<file path="config.mk">
export PLATFORM = sky130hd
export DESIGN_NAME = mips_multicycle_ctrl_flat
export DESIGN_NICKNAME = d
export VERILOG_FILES = /design/src/rtl/mips_ctrl_pkg.sv /design/src/rtl/mips_multicycle_ctrl_if.sv /design/src/rtl/mips_alu_decoder.sv /design/src/rtl/mips_multicycle_ctrl.sv /design/src/flat_wrapper.sv
export SDC_FILE = /design/constraint.sdc
export NUM_CORES = 1
export LEC_CHECK = 0
export ABC_AREA = 0
export CAP_MARGIN = 20
export CORE_MARGIN = 5
export CORE_UTILIZATION = 30
export CTS_CLUSTER_DIAMETER = 40
export DETAILED_ROUTE_END_ITERATION = 8
export PLACE_DENSITY = 0.68
export SLEW_MARGIN = 20
export SYNTH_ARGS = -nofsm -noshare
export SYNTH_HDL_FRONTEND = slang
export SYNTH_HIERARCHICAL = 1
export SYNTH_SLANG_ARGS = --single-unit
</file>
<file path="constraint.sdc">
create_clock -name clk -period 2.15 [get_ports clk]
set_input_delay 0.43 -clock clk [delete_from_list [all_inputs] [get_ports clk]]
set_output_delay 0.43 -clock clk [all_outputs]
set_load 0.01 [all_outputs]
</file>
<file path="src/rtl/mips_ctrl_pkg.sv">
// Purpose: shared encodings for the multi-cycle MIPS control unit.
// Latency: n/a (types and constants only).
// Backpressure: n/a.
// Contents: FSM state enum, opcode/funct constants, ALU/mux codes, output bundle.
package mips_ctrl_pkg;

   localparam int STATE_W = 4;

   typedef enum logic [STATE_W-1:0] {
      S_FETCH  = 4'd0,
      S_DECODE = 4'd1,
      S_MEMADR = 4'd2,
      S_MEMRD  = 4'd3,
      S_MEMWB  = 4'd4,
      S_MEMWR  = 4'd5,
      S_EXEC   = 4'd6,
      S_ALUWB  = 4'd7,
      S_BRANCH = 4'd8,
      S_ADDIEX = 4'd9,
      S_ADDIWB = 4'd10,
      S_JUMP   = 4'd11
   } state_e;

   // Opcodes (IR[31:26])
   localparam logic [5:0] OP_RTYPE = 6'b000000;
   localparam logic [5:0] OP_J     = 6'b000010;
   localparam logic [5:0] OP_BEQ   = 6'b000100;
   localparam logic [5:0] OP_ADDI  = 6'b001000;
   localparam logic [5:0] OP_LW    = 6'b100011;
   localparam logic [5:0] OP_SW    = 6'b101011;

   // R-type funct (IR[5:0])
   localparam logic [5:0] FN_ADD = 6'b100000;
   localparam logic [5:0] FN_SUB = 6'b100010;
   localparam logic [5:0] FN_AND = 6'b100100;
   localparam logic [5:0] FN_OR  = 6'b100101;
   localparam logic [5:0] FN_SLT = 6'b101010;

   // ALU operation codes
   localparam logic [2:0] ALU_AND = 3'b000;
   localparam logic [2:0] ALU_OR  = 3'b001;
   localparam logic [2:0] ALU_ADD = 3'b010;
   localparam logic [2:0] ALU_SUB = 3'b110;
   localparam logic [2:0] ALU_SLT = 3'b111;

   // ALU B-operand select
   localparam logic [1:0] SRCB_B      = 2'b00;
   localparam logic [1:0] SRCB_FOUR   = 2'b01;
   localparam logic [1:0] SRCB_IMM    = 2'b10;
   localparam logic [1:0] SRCB_IMM_SH = 2'b11;

   // PC source select
   localparam logic [1:0] PCSRC_ALU    = 2'b00;
   localparam logic [1:0] PCSRC_ALUOUT = 2'b01;
   localparam logic [1:0] PCSRC_JUMP   = 2'b10;

   // What kind of ALU operation a state wants; the decoder turns it into alu_ctrl.
   typedef enum logic [1:0] {
      ALU_CLS_ADD   = 2'd0,
      ALU_CLS_SUB   = 2'd1,
      ALU_CLS_FUNCT = 2'd2
   } alu_cls_e;

   // Every datapath control the FSM drives, bundled so reset can blank it in one place.
   typedef struct packed {
      logic       pc_en;
      logic       iord;
      logic       mem_read;
      logic       mem_write;
      logic       ir_write;
      logic       reg_dst;
      logic       mem_to_reg;
      logic       reg_write;
      logic       alu_src_a;
      logic [1:0] alu_src_b;
      logic [2:0] alu_ctrl;
      logic [1:0] pc_src;
      logic       illegal_op;
   } ctrl_out_t;

endpackage

</file>
<file path="src/rtl/mips_multicycle_ctrl_if.sv">
// Purpose: control/status bundle between the multi-cycle controller and the MIPS datapath.
// Latency: n/a (wires only).
// Backpressure: mem_ready from memory; strobes are held until it is seen.
// Modports: master = controller (drives enables/selects), slave = datapath (drives IR fields, zero, mem_ready).
interface mips_multicycle_ctrl_if;
   import mips_ctrl_pkg::*;

   // datapath -> controller
   logic [5:0]         opcode;
   logic [5:0]         funct;
   logic               zero;
   logic               mem_ready;

   // controller -> datapath
   logic               pc_en;
   logic               iord;
   logic               mem_read;
   logic               mem_write;
   logic               ir_write;
   logic               reg_dst;
   logic               mem_to_reg;
   logic               reg_write;
   logic               alu_src_a;
   logic [1:0]         alu_src_b;
   logic [2:0]         alu_ctrl;
   logic [1:0]         pc_src;
   logic               illegal_op;
   logic [STATE_W-1:0] state;

   modport master (
      input  opcode, funct, zero, mem_ready,
      output pc_en, iord, mem_read, mem_write, ir_write, reg_dst, mem_to_reg,
             reg_write, alu_src_a, alu_src_b, alu_ctrl, pc_src, illegal_op, state
   );

   modport slave (
      output opcode, funct, zero, mem_ready,
      input  pc_en, iord, mem_read, mem_write, ir_write, reg_dst, mem_to_reg,
             reg_write, alu_src_a, alu_src_b, alu_ctrl, pc_src, illegal_op, state
   );

endinterface

</file>
<file path="src/rtl/mips_alu_decoder.sv">
// Purpose: map the FSM's ALU operation class plus R-type funct to an alu_ctrl code.
// Latency: combinational.
// Backpressure: none.
// Ports: alu_cls (in), funct (in) -> alu_ctrl (out), funct_bad (out, only in funct class).
module mips_alu_decoder
   import mips_ctrl_pkg::*;
(
   input  alu_cls_e   alu_cls,
   input  logic [5:0] funct,
   output logic [2:0] alu_ctrl,
   output logic       funct_bad
);

   always_comb begin
      alu_ctrl  = ALU_ADD;
      funct_bad = 1'b0;
      case (alu_cls)
         ALU_CLS_SUB: alu_ctrl = ALU_SUB;
         ALU_CLS_FUNCT: begin
            case (funct)
               FN_ADD:  alu_ctrl = ALU_ADD;
               FN_SUB:  alu_ctrl = ALU_SUB;
               FN_AND:  alu_ctrl = ALU_AND;
               FN_OR:   alu_ctrl = ALU_OR;
               FN_SLT:  alu_ctrl = ALU_SLT;
               // Unknown funct keeps the harmless add and is flagged to the FSM.
               default: funct_bad = 1'b1;
            endcase
         end
         default: alu_ctrl = ALU_ADD;
      endcase
   end

endmodule

</file>
<file path="src/rtl/mips_multicycle_ctrl.sv">
// Purpose: Moore FSM sequencing the shared MIPS datapath through fetch/decode/execute/mem/write-back.
// Latency: outputs decode from the current state in the same cycle; one state per clock.
// Backpressure: FETCH/MEMRD/MEMWR hold their memory strobes and stay put until mem_ready.
// Ports: clk, rst_n (sync, active-low), bus (master modport: IR fields, zero, mem_ready in; all enables/selects, illegal_op, state out).
module mips_multicycle_ctrl
   import mips_ctrl_pkg::*;
(
   input  logic                  clk,
   input  logic                  rst_n,
   mips_multicycle_ctrl_if.master bus
);

   state_e    state_q;
   state_e    state_d;
   alu_cls_e  alu_cls;
   logic [2:0] dec_alu_ctrl;
   logic       dec_funct_bad;
   ctrl_out_t  ctl;
   ctrl_out_t  ctl_o;

   // ALU class depends on state alone, kept apart from the main decode so the
   // decoder result can feed next-state logic without a combinational loop.
   always_comb begin
      alu_cls = ALU_CLS_ADD;
      case (state_q)
         S_EXEC:   alu_cls = ALU_CLS_FUNCT;
         S_BRANCH: alu_cls = ALU_CLS_SUB;
         default:  alu_cls = ALU_CLS_ADD;
      endcase
   end

   mips_alu_decoder u_alu_dec (
      .alu_cls   (alu_cls),
      .funct     (bus.funct),
      .alu_ctrl  (dec_alu_ctrl),
      .funct_bad (dec_funct_bad)
   );

   always_ff @(posedge clk) begin
      if (!rst_n) state_q <= S_FETCH;
      else        state_q <= state_d;
   end

   always_comb begin
      state_d      = state_q;
      ctl          = '0;
      ctl.alu_ctrl = dec_alu_ctrl;
      case (state_q)
         S_FETCH: begin
            ctl.mem_read  = 1'b1;
            ctl.alu_src_b = SRCB_FOUR;
            ctl.pc_src    = PCSRC_ALU;
            // IR load and PC+4 commit only on the cycle memory delivers.
            if (bus.mem_ready) begin
               ctl.ir_write = 1'b1;
               ctl.pc_en    = 1'b1;
               state_d      = S_DECODE;
            end
         end
         S_DECODE: begin
            // Speculative branch target into ALUOut.
            ctl.alu_src_b = SRCB_IMM_SH;
            case (bus.opcode)
               OP_LW, OP_SW: state_d = S_MEMADR;
               OP_RTYPE:     state_d = S_EXEC;
               OP_BEQ:       state_d = S_BRANCH;
               OP_ADDI:      state_d = S_ADDIEX;
               OP_J:         state_d = S_JUMP;
               default: begin
                  ctl.illegal_op = 1'b1;
                  state_d        = S_FETCH;
               end
            endcase
         end
         S_MEMADR: begin
            ctl.alu_src_a = 1'b1;
            ctl.alu_src_b = SRCB_IMM;
            // IR is frozen after FETCH, so opcode still names lw or sw here.
            state_d = (bus.opcode == OP_LW) ? S_MEMRD : S_MEMWR;
         end
         S_MEMRD: begin
            ctl.mem_read = 1'b1;
            ctl.iord     = 1'b1;
            if (bus.mem_ready) state_d = S_MEMWB;
         end
         S_MEMWB: begin
            ctl.reg_write  = 1'b1;
            ctl.mem_to_reg = 1'b1;
            state_d        = S_FETCH;
         end
         S_MEMWR: begin
            ctl.mem_write = 1'b1;
            ctl.iord      = 1'b1;
            if (bus.mem_ready) state_d = S_FETCH;
         end
         S_EXEC: begin
            ctl.alu_src_a = 1'b1;
            ctl.alu_src_b = SRCB_B;
            if (dec_funct_bad) begin
               ctl.illegal_op = 1'b1;
               state_d        = S_FETCH;
            end else begin
               state_d = S_ALUWB;
            end
         end
         S_ALUWB: begin
            ctl.reg_write = 1'b1;
            ctl.reg_dst   = 1'b1;
            state_d       = S_FETCH;
         end
         S_BRANCH: begin
            ctl.alu_src_a = 1'b1;
            ctl.alu_src_b = SRCB_B;
            ctl.pc_src    = PCSRC_ALUOUT;
            ctl.pc_en     = bus.zero;
            state_d       = S_FETCH;
         end
         S_ADDIEX: begin
            ctl.alu_src_a = 1'b1;
            ctl.alu_src_b = SRCB_IMM;
            state_d       = S_ADDIWB;
         end
         S_ADDIWB: begin
            ctl.reg_write = 1'b1;
            state_d       = S_FETCH;
         end
         S_JUMP: begin
            ctl.pc_src = PCSRC_JUMP;
            ctl.pc_en  = 1'b1;
            state_d    = S_FETCH;
         end
         default: state_d = S_FETCH;
      endcase
   end

   // During reset every control is blanked so nothing in flight can write.
   assign ctl_o = rst_n ? ctl : '0;

   assign bus.pc_en      = ctl_o.pc_en;
   assign bus.iord       = ctl_o.iord;
   assign bus.mem_read   = ctl_o.mem_read;
   assign bus.mem_write  = ctl_o.mem_write;
   assign bus.ir_write   = ctl_o.ir_write;
   assign bus.reg_dst    = ctl_o.reg_dst;
   assign bus.mem_to_reg = ctl_o.mem_to_reg;
   assign bus.reg_write  = ctl_o.reg_write;
   assign bus.alu_src_a  = ctl_o.alu_src_a;
   assign bus.alu_src_b  = ctl_o.alu_src_b;
   assign bus.alu_ctrl   = ctl_o.alu_ctrl;
   assign bus.pc_src     = ctl_o.pc_src;
   assign bus.illegal_op = ctl_o.illegal_op;
   assign bus.state      = rst_n ? state_q : S_FETCH;

endmodule

</file>
<file path="src/flat_wrapper.sv">
// flat-port wrapper written by rule: the top's interface ports become plain ports
module mips_multicycle_ctrl_flat import mips_ctrl_pkg::*;
  (clk, rst_n, bus_opcode, bus_funct, bus_zero, bus_mem_ready, bus_pc_en, bus_iord, bus_mem_read, bus_mem_write, bus_ir_write, bus_reg_dst, bus_mem_to_reg, bus_reg_write, bus_alu_src_a, bus_alu_src_b, bus_alu_ctrl, bus_pc_src, bus_illegal_op, bus_state);
  mips_multicycle_ctrl_if bus_i ();
  input  logic clk;
  input  logic rst_n;
  input wire logic [$bits(bus_i.opcode)-1:0] bus_opcode;
  input wire logic [$bits(bus_i.funct)-1:0] bus_funct;
  input wire logic [$bits(bus_i.zero)-1:0] bus_zero;
  input wire logic [$bits(bus_i.mem_ready)-1:0] bus_mem_ready;
  output wire logic [$bits(bus_i.pc_en)-1:0] bus_pc_en;
  output wire logic [$bits(bus_i.iord)-1:0] bus_iord;
  output wire logic [$bits(bus_i.mem_read)-1:0] bus_mem_read;
  output wire logic [$bits(bus_i.mem_write)-1:0] bus_mem_write;
  output wire logic [$bits(bus_i.ir_write)-1:0] bus_ir_write;
  output wire logic [$bits(bus_i.reg_dst)-1:0] bus_reg_dst;
  output wire logic [$bits(bus_i.mem_to_reg)-1:0] bus_mem_to_reg;
  output wire logic [$bits(bus_i.reg_write)-1:0] bus_reg_write;
  output wire logic [$bits(bus_i.alu_src_a)-1:0] bus_alu_src_a;
  output wire logic [$bits(bus_i.alu_src_b)-1:0] bus_alu_src_b;
  output wire logic [$bits(bus_i.alu_ctrl)-1:0] bus_alu_ctrl;
  output wire logic [$bits(bus_i.pc_src)-1:0] bus_pc_src;
  output wire logic [$bits(bus_i.illegal_op)-1:0] bus_illegal_op;
  output wire logic [$bits(bus_i.state)-1:0] bus_state;
  assign bus_i.opcode = bus_opcode;
  assign bus_i.funct = bus_funct;
  assign bus_i.zero = bus_zero;
  assign bus_i.mem_ready = bus_mem_ready;
  assign bus_pc_en = bus_i.pc_en;
  assign bus_iord = bus_i.iord;
  assign bus_mem_read = bus_i.mem_read;
  assign bus_mem_write = bus_i.mem_write;
  assign bus_ir_write = bus_i.ir_write;
  assign bus_reg_dst = bus_i.reg_dst;
  assign bus_mem_to_reg = bus_i.mem_to_reg;
  assign bus_reg_write = bus_i.reg_write;
  assign bus_alu_src_a = bus_i.alu_src_a;
  assign bus_alu_src_b = bus_i.alu_src_b;
  assign bus_alu_ctrl = bus_i.alu_ctrl;
  assign bus_pc_src = bus_i.pc_src;
  assign bus_illegal_op = bus_i.illegal_op;
  assign bus_state = bus_i.state;
  mips_multicycle_ctrl u_core (.clk(clk), .rst_n(rst_n), .bus(bus_i));
endmodule
</file>
==> results of run 1 <==
per-layer routing:
metal | global-route usage | part of all wire | vias up
met5 | 0 | 0 | -
met4 | 0.0633 | 0.011 | 0
met3 | 0.0238 | 0.071 | 4
met2 | 0.326 | 0.51 | 41
met1 | 0.191 | 0.40 | 505
li1 | - | - | 544
path summary, 6_finish.rpt:
| check | endpoint | from | cells after the start | slack [ps] |
|---|---|---|---|---|
| setup / recovery | bus_alu_ctrl[2] | u_core/state_q[0] | 8 | -90 |
| hold / removal | u_core/state_q[3] | u_core/state_q[2] | 3 | 740 |
| setup reg to reg | u_core/state_q[1] | u_core/state_q[1] | 11 | 260 |
| hold reg to reg | u_core/state_q[3] | u_core/state_q[2] | 3 | 740 |
final cells by class:
class,instances,share of cell area
Sequential cell,4,0.0567
Multi-Input combinational cell,99,0.498
Timing Repair Buffer,69,0.392
Tap cell,30,0.0243
Inverter,6,0.0146
Clock buffer,3,0.0146
repair_timing:
item | 4_1_cts | 5_1_grt
gates resized for setup | 70 | 14
setup buffers | 5 | 0
cloned | 0 | 0
endpoints found under the setup margin | 21 | 12
pin swaps | 13 | 3
placed cells by master, fill, tap and decap left out, types with 2 or more instances in the layout:
cell type / count
buf_4: 28
o21ai_0: 5
dlymetal6s2s_1: 5
clkdlybuf4s15_2: 2
o211a_1: 2
nor3_1: 4
and2_1: 8
and4bb_1: 2
a22o_1: 2
nand2b_1: 3
ha_4: 2
nand2_1: 8
a32o_1: 2
buf_6: 5
nor3b_1: 2
nor4_1: 3
nor2b_1: 3
clkdlybuf4s50_1: 9
inv_2: 4
clkbuf_4: 3
nor3_4: 3
dlygate4sd2_1: 17
buf_2: 3
nor2_1: 11
dfxtp_2: 3
nor2b_2: 2
nor2b_4: 4
xnor2_1: 2
inv_1: 2
a21oi_1: 3
critical path, cell delays in order (launching register included):
cell     delay (ps)
dfxtp_2         330
buf_6           120
nor3_4          200
inv_2            80
ha_4            300
nor2b_2          50
a32o_1          240
and2_1          130
buf_2           130
power groups by stage:
stage	combinational (mW)	sequential, mW	clock (mW)
after floorplan	0.0737	0.0838	0
after global placement	0.177	0.0814	0
after detailed placement	0.182	0.0815	0
after CTS	0.190	0.0816	0.0947
after global routing	0.216	0.0825	0.105
final	0.197	0.0820	0.0934
logic make-up after synthesis:
family,count (synthesis)
flops,4
mux,1
fa+ha+maj,2
simple gates,69
xor+xnor,3
compound gates,24
buf+inv,12
==> results.cfg, run 1 <==
[die]
core_sq_um = 2430
rows = 18
dieArea_sq_um = 3580
num_io_pins = 37
die_h_um = 59.8
die_x_um = 59.8
start_util = 0.306

[place]
dp_slack_ps = -533
gp_congestion = 0.830
port-buffer-count = 36
placed_cells = 204
dpl.hpwl_mm = 2.15
placed_area_sq_um = 1340

[power]
switching_share = 0.338
ir_worst_vdd_mv = 0.320
pwr-share-seq = 0.220
p_switching_mw = 0.126
p_leak_nw = 0.761
p_per_area_nw_per_um2 = 241
combPwrFrac = 0.529
pwr-share-clk = 0.251
finalPower_mw = 0.372
internal_power_mw = 0.246

[yosys]
synth_ff_type = dfxtp_1
yosys.area_share.simple = 0.518
synth_edf_count = 0
synth_nets = 133
synth.distinct_cells = 39
netlist.area_leader.share = 0.108
async_flop_share = 0
seq_area_frac_synth = 0.108
synthAdderAreaFrac = 0.0336
yosys.area.top_type = dfxtp_1
yosysMostFrequentCell = nor2_1
synth_xor_area_frac = 0.0353
synthTopCellsByArea = dfxtp_1, and2_1, nor2b_1
synth.avg_cell_area_sq_um = 6.47
synthCells = 115
synthMuxAreaShare = 0.0134
synthTopCellsByCount = nor2_1, nand2_1, and2_1, nor2b_1, nor3_1
synth_area_sq_um = 744
ys_seq_elements = 4
yosysWarnings = 6
synth_compound_area_frac = 0.225
synth_top_family_by_area = simple AND/OR/NAND/NOR gates

[detailed_routing]
drc = 0
wirelength_mm = 2.97
ant_nets = 0
via_per_inst = 5.18
drt_first_iter_violations = 23
dr_total_vias = 1094
drt_pass1_iterations = 4
routedWlPerCell_um = 14.1

[sta]
finalSetupTns_ps = -154
skew_ps = 3.47
timing.slew.headroom = 0.825
setup_violations = 3
grt_setup_unrepaired = yes
finalHoldViolCount = 0
finalCritPeriodShare = 1.04
slew_violations = 0
fin_ws_ps = -94.3
fin_hold_ws_ps = 736
worst_pin_slew_ps = 256
fin_crit_ps = 2240
fmax_mhz = 446

[finish]
syn2layout_area_growth_pct = 108
fin_nets = 201
largestRegisters = u_core/state_q: 4 flops
seq_area_sq_um = 87.6
stdcell_area_sq_um = 1550
layout-drive-gt1-share = 0.409
utilization = 0.635
final_cells = 211
top_register = u_core/state_q
fillers = 222
largest_reg_flops = 4
diodes = 0
multi_input_area_sq_um = 769

[cts]
postCtsHoldBufs = 0
clkTransAtPathRegs_ps = 40
root_buffer = clkbuf_4
clkLatencyLatePin_ps = 230
clock-sinks = 4
cts_buffers = 3
htreeDepth = 1
clock_path_buffers = 2
cts_tree = done

[grt]
grt.total_usage = 0.172
grt_overflow = 0
antenna_found_initial = 0
grt_first_pass_wirelength_mm = 4.85
grt_max_degree = 18
grt_pass1_vias = 1129

[critical_path]
cp-start-kind = flip-flop
path_class = reg2out
cp.required_ps = 1720
path_max_fanout = 4
cp.arrival_ps = 1810
cp-end-kind = output port

[worst_hold_path]
hold_class = reg2reg

[status]
status = finished with violations
violations = negative setup slack

[flow_run]
max_cap_violations = 0
(Power assumes the default switching activity.)
==> run 2: changes to the inputs <==
--- a/config.mk
+++ b/config.mk
@@ -12,6 +12,7 @@
 export CTS_CLUSTER_DIAMETER = 40
 export DETAILED_ROUTE_END_ITERATION = 8
 export PLACE_DENSITY = 0.68
+export SKIP_CTS_REPAIR_TIMING = 1
 export SLEW_MARGIN = 20
 export SYNTH_ARGS = -nofsm -noshare
 export SYNTH_HDL_FRONTEND = slang
==> run 2 against run 1 <==
  * The run still ends with negative setup slack left
  * Worst setup slack worse by 36 ps
  * Final cell count is 1.4% lower
  * Sequential cell count stayed put
  * Die area stayed put
  * Largest power group unchanged
==> results.cfg, run 2 (synthesis results as in run 1) <==
[sta]
worst_pin_slew_ps = 278
fmax_mhz = 438
fin_ws_ps = -131
skew_ps = 4.75
grt_setup_unrepaired = yes
setup_violations = 3
finalHoldViolCount = 0
timing.slew.headroom = 0.813
slew_violations = 0
finalCritPeriodShare = 1.06
fin_crit_ps = 2280

[power]
internal_power_mw = 0.248
p_per_area_nw_per_um2 = 243
pwr-share-clk = 0.251
p_leak_nw = 0.875
finalPower_mw = 0.368
p_switching_mw = 0.120
pwr-share-seq = 0.222
switching_share = 0.327
ir_worst_vdd_mv = 0.248
combPwrFrac = 0.527

[finish]
diodes = 0
syn2layout_area_growth_pct = 104
fillers = 214
layout-drive-gt1-share = 0.348
final_cells = 208
fin_nets = 198
top_register = u_core/state_q
largest_reg_flops = 4
mostFrequentLayoutCell = buf_4
utilization = 0.624
largestRegisters = u_core/state_q: 4 flops
seq_area_sq_um = 87.6
multi_input_area_sq_um = 722
mostFrequentLayoutCells = buf_4, dlymetal6s2s_1, clkdlybuf4s50_1

[die]
die_x_um = 59.8
core_sq_um = 2430
rows = 18
start_util = 0.306
num_io_pins = 37
dieArea_sq_um = 3580
die_h_um = 59.8

[detailed_routing]
dr_total_vias = 1060
wirelength_mm = 2.84
drc = 0
drt_first_iter_violations = 32
ant_nets = 0
drt_pass1_iterations = 4
routedWlPerCell_um = 13.6
via_per_inst = 5.10

[status]
violations = negative setup slack
status = finished with violations

[grt]
grt_overflow = 0
grt_pass1_vias = 1004
antenna_found_initial = 0
grt_max_degree = 18
grt.total_usage = 0.147
grt_first_pass_wirelength_mm = 4.17

[critical_path]
path_max_fanout = 2
cp.required_ps = 1720
reg2reg_depth = 11
cp-start-kind = input port
cp-end-kind = output port
cp.arrival_ps = 1850
path_class = in2out

[place]
gp_congestion = 0.830
dpl.hpwl_mm = 2.15
placed_cells = 204
port-buffer-count = 36

[cts]
htreeDepth = 1
clkLatencyLatePin_ps = 230
cts_tree = done
clock-sinks = 4
clock_path_buffers = 2
clkTransAtPathRegs_ps = 40
root_buffer = clkbuf_4
cts_buffers = 3

[worst_hold_path]
hold_depth = 3
hold_class = reg2reg

[flow_run]
max_cap_violations = 0
[run 2: cell count changes in the layout (fill, tap and decap cells not counted), sizes merged]
cell | before | now
dlymetal6s2s | 5 | 18
buf | 36 | 33
dlygate4sd2 | 17 | 0
clkdlybuf4s50 | 9 | 14
clkbuf | 3 | 4
clkdlybuf4s15 | 2 | 0
[run 2: power groups by stage]
stage	logic, mW	registers, mW	clock network (mW)
global route	0.211	0.0821	0.0998
floorplan	0.0737	0.0838	0
detailed placement	0.182	0.0815	0
global placement	0.177	0.0814	0
CTS	0.183	0.0804	0.0947
finish	0.194	0.0817	0.0926
[run 2: path summary, 6_finish.rpt]
check | from | end | slack [ps]
min reg2reg | u_core/state_q[2] | u_core/state_q[3] | 720
min | u_core/state_q[2] | u_core/state_q[3] | 720
max | bus_opcode[0] | bus_illegal_op | -130
max reg2reg | u_core/state_q[1] | u_core/state_q[1] | 250
[run 2: stage by stage]
stage / hold WS, ps / worst slack (ps) / setup TNS [ps] / area, sq um
3_3_place_gp: 707 / -472 / -4220 / 1340
5_1_grt: 752 / -164 / -419 / 1520
6_report: 724 / -131 / -266 / 1520
3_5_place_dp: 699 / -533 / -4930 / 1340
4_1_cts: 721 / -611 / -5960 / 1370
2_1_floorplan: 607 / 11.0 / 0 / 754
[run 2: final cells by class]
class | instances | area share
multi-input combinational | 99 | 0.476
timing repair buffer | 66 | 0.412
sequential | 4 | 0.0577
tap | 30 | 0.0247
clock buffer | 3 | 0.0148
inverter | 6 | 0.0148
[run 2: routing by layer]
layer  share of wire  track usage  routed length (um)  up-vias
met5               0            0                   0        -
met4               0       0.0285                   0        0
met3           0.058       0.0216                 164        0
met2            0.53        0.287                1500       28
met1            0.41        0.164                1170      496
li1                -            -                   -      536
[run 2: worst max-delay path, cell delays in order]
cell and delay [ps]:
clkdlybuf4s50_1 420, or3_4 390, or2_1 240, a21oi_1 130
o31ai_1 100, buf_2 140
==> patch: new RTL, settings of run 2 <==
Make the reset (`rst_n`) asynchronous in one clocked block.
--- a/src/rtl/mips_multicycle_ctrl.sv
+++ b/src/rtl/mips_multicycle_ctrl.sv
@@ -37,5 +37,5 @@
    );
 
-   always_ff @(posedge clk) begin
+   always_ff @(posedge clk or negedge rst_n) begin
       if (!rst_n) state_q <= S_FETCH;
       else        state_q <= state_d;
Check against the original RTL: no difference found for any inputs over 10 cycles, from zero or initial values and one cycle with rst_n low; that may be too few to reach the edited logic, so the function may still have changed.
==> patch against run 2 <==
  * The run still ends with negative setup slack left
  * Wire length increased by 1.1%
  * Utilization decreased by 4.5 points
  * Largest cell class unchanged
  * Sequential cell count unchanged
  * Worst setup slack improved by 0.0059 ns
  * Area after synthesis increased by 15%
  * Total power increased by 13%
  * Critical endpoint is now bus_alu_ctrl[2]
  * Cell area increased by 5.3%
  * Synthesized cell count increased by 5.2%
  * Count of clock-buffer cells in the layout unchanged
==> patch: results (changes against run 2) <==
metric,value,unit,change
timing.final.ws_setup,-0.125,ns,+0.00587 ns
maxCapViolCount,0,,unchanged
place.gp.congestion,0.866,,+4.4%
cts_made_buffers,3,,unchanged
synth_commonest_cells,"nor2_1 (16), nor2b_1 (8), nor3_1 (8)",,
wl,2870,um,+1.1%
ir_worst_vdd,209,uV,-15%
io_buffers,36,,unchanged
synthArstFlopShare,1.00,,+1.00
routed.top_layer,met4,,
crit_path_top_delay_cell,dfrtp_1,,
grt_pass1_wl,4530,um,+8.6%
ys.flop_type,dfrtp_1,,
synth_area_leaders,"dfrtp_1 (12%), nor2_1 (7.0%), buf_6 (6.6%)",,
clkLatencyLatePin,0.23,ns,about the same
drive_gt1_frac,0.354,,+0.00528
drt_iter0_markers,35,,+9.4%
path_max_fanout,4,,+2
track_usage,0.134,,-0.0129
synth_cell_type_count,44,,+13%
yosysWarningCount,6,,unchanged
grt_max_degree,17,,-1
root_buffer,clkbuf_4,,
grt_pass1_vias,1014,,+1.0%
violations,negative setup slack,,
path_delay_family,simple AND/OR/NAND/NOR gates,,
synth_nets,139,,+4.5%
clock_skew,0.00390,ns,-0.000848 ns
cts.path.max_buffers,2,,unchanged
antenna_cells,0,,unchanged
wl_met3,115,um,-30%
ys_seq_area_frac,0.116,,+0.00889
top_regs,u_core/state_q: 4 flops,,
m1WireLength,1280,um,+9.6%
nets,201,,+1.5%
vias_per_cell,5.25,,+3.1%
pre_cts_ws,-0.386,ns,+0.147 ns
clkTransAtPathRegs,0.04,ns,about the same
synthMostInstantiatedCell,nor2_1,,
antenna_found_initial,0,,unchanged
max_stage_delay,0.37,ns,-0.05 ns
tns,-0.233,ns,+0.0327 ns
status,finished with violations,,
r2r-start,u_core/state_q[3]$_DFFE_PN0P_,,
dp.final_hpwl,2190,um,+1.7%
crit_buf_inv,2,,unchanged
syn_inst,121,,+5.2%
hp-class,input port to asynchronous set/reset pin,,
route.met2.wl,1450,um,-3.3%
p_leak,0.959,nW,+9.6%
relSlewSlack,0.732,,-0.0806
dp_cells,207,,+1.5%
setup_viol,2,,-1
wl_per_cell,13.5,um,-0.81%
startpoint,u_core/state_q[2]$_DFFE_PN0P_,,
fillers,253,,+18%
-- patch: stage by stage --
| stage | area (um2) | utilization |
|---|---|---|
| after global routing | 1600 | 0.579 |
| after CTS | 1420 | 0.516 |
| after floorplan | 860 | - |
| after global placement | 1400 | 0.508 |
| after detailed placement | 1400 | 0.508 |
| final | 1600 | 0.579 |
-- patch: cell families after synthesis --
logic type | count (synthesis) | synth area share
compound gates | 25 | 0.208
xor+xnor | 3 | 0.0306
fa+ha+maj | 2 | 0.0291
buf+inv | 12 | 0.102
flops | 4 | 0.116
mux | 3 | 0.0364
simple gates | 72 | 0.477
-- patch: worst register-to-register path: cells and delay by family, from the launching register on --
| kind | cells | cell delay [ns] |
|---|---|---|
| AO/OA/AOI/OAI | 3 | 0.52 |
| adder cells (fa/ha/maj) | 1 | 0.16 |
| buffers and inverters | 1 | 0.04 |
| flip-flops | 1 | 0.44 |
| AND/OR/NAND/NOR | 4 | 0.45 |
-- patch: final cells by class --
cell class / count / area, um2 / share of cell area
tap: 31 / 38.8 / 0.0243
clock buffer: 3 / 22.5 / 0.0141
sequential: 4 / 103 / 0.0642
inverter: 4 / 15.0 / 0.00940
multi-input combinational: 105 / 790 / 0.494
timing repair buffer: 65 / 629 / 0.394
-- patch: path summary, 6_finish.rpt --
path	cells after the start	slack (ns)	endpoint
setup / recovery	8	-0.12	bus_alu_ctrl[2]
hold / removal	2	0.53	u_core/state_q[3]$_DFFE_PN0P_
min in group clk	2	0.70	u_core/state_q[0]$_DFFE_PN0P_
hold reg to reg	2	0.70	u_core/state_q[0]$_DFFE_PN0P_
setup reg to reg	9	0.41	u_core/state_q[2]$_DFFE_PN0P_
max in group asynchronous	2	1.50	u_core/state_q[1]$_DFFE_PN0P_
-- patch: metal layers --
metal,up-vias,track usage
li1,566,-
met1,518,0.178
met2,28,0.207
met3,2,0.0284
met4,0,0.0545
met5,-,0
-- patch: power breakdown --
group / internal (W) / total [W] / leakage (nW) / switching, W
Clock: 0.0000623 / 0.0000915 / 0.0138 / 0.0000292
Combinational: 0.000131 / 0.000241 / 0.893 / 0.000110
Sequential: 0.0000801 / 0.0000849 / 0.0514 / 0.00000489
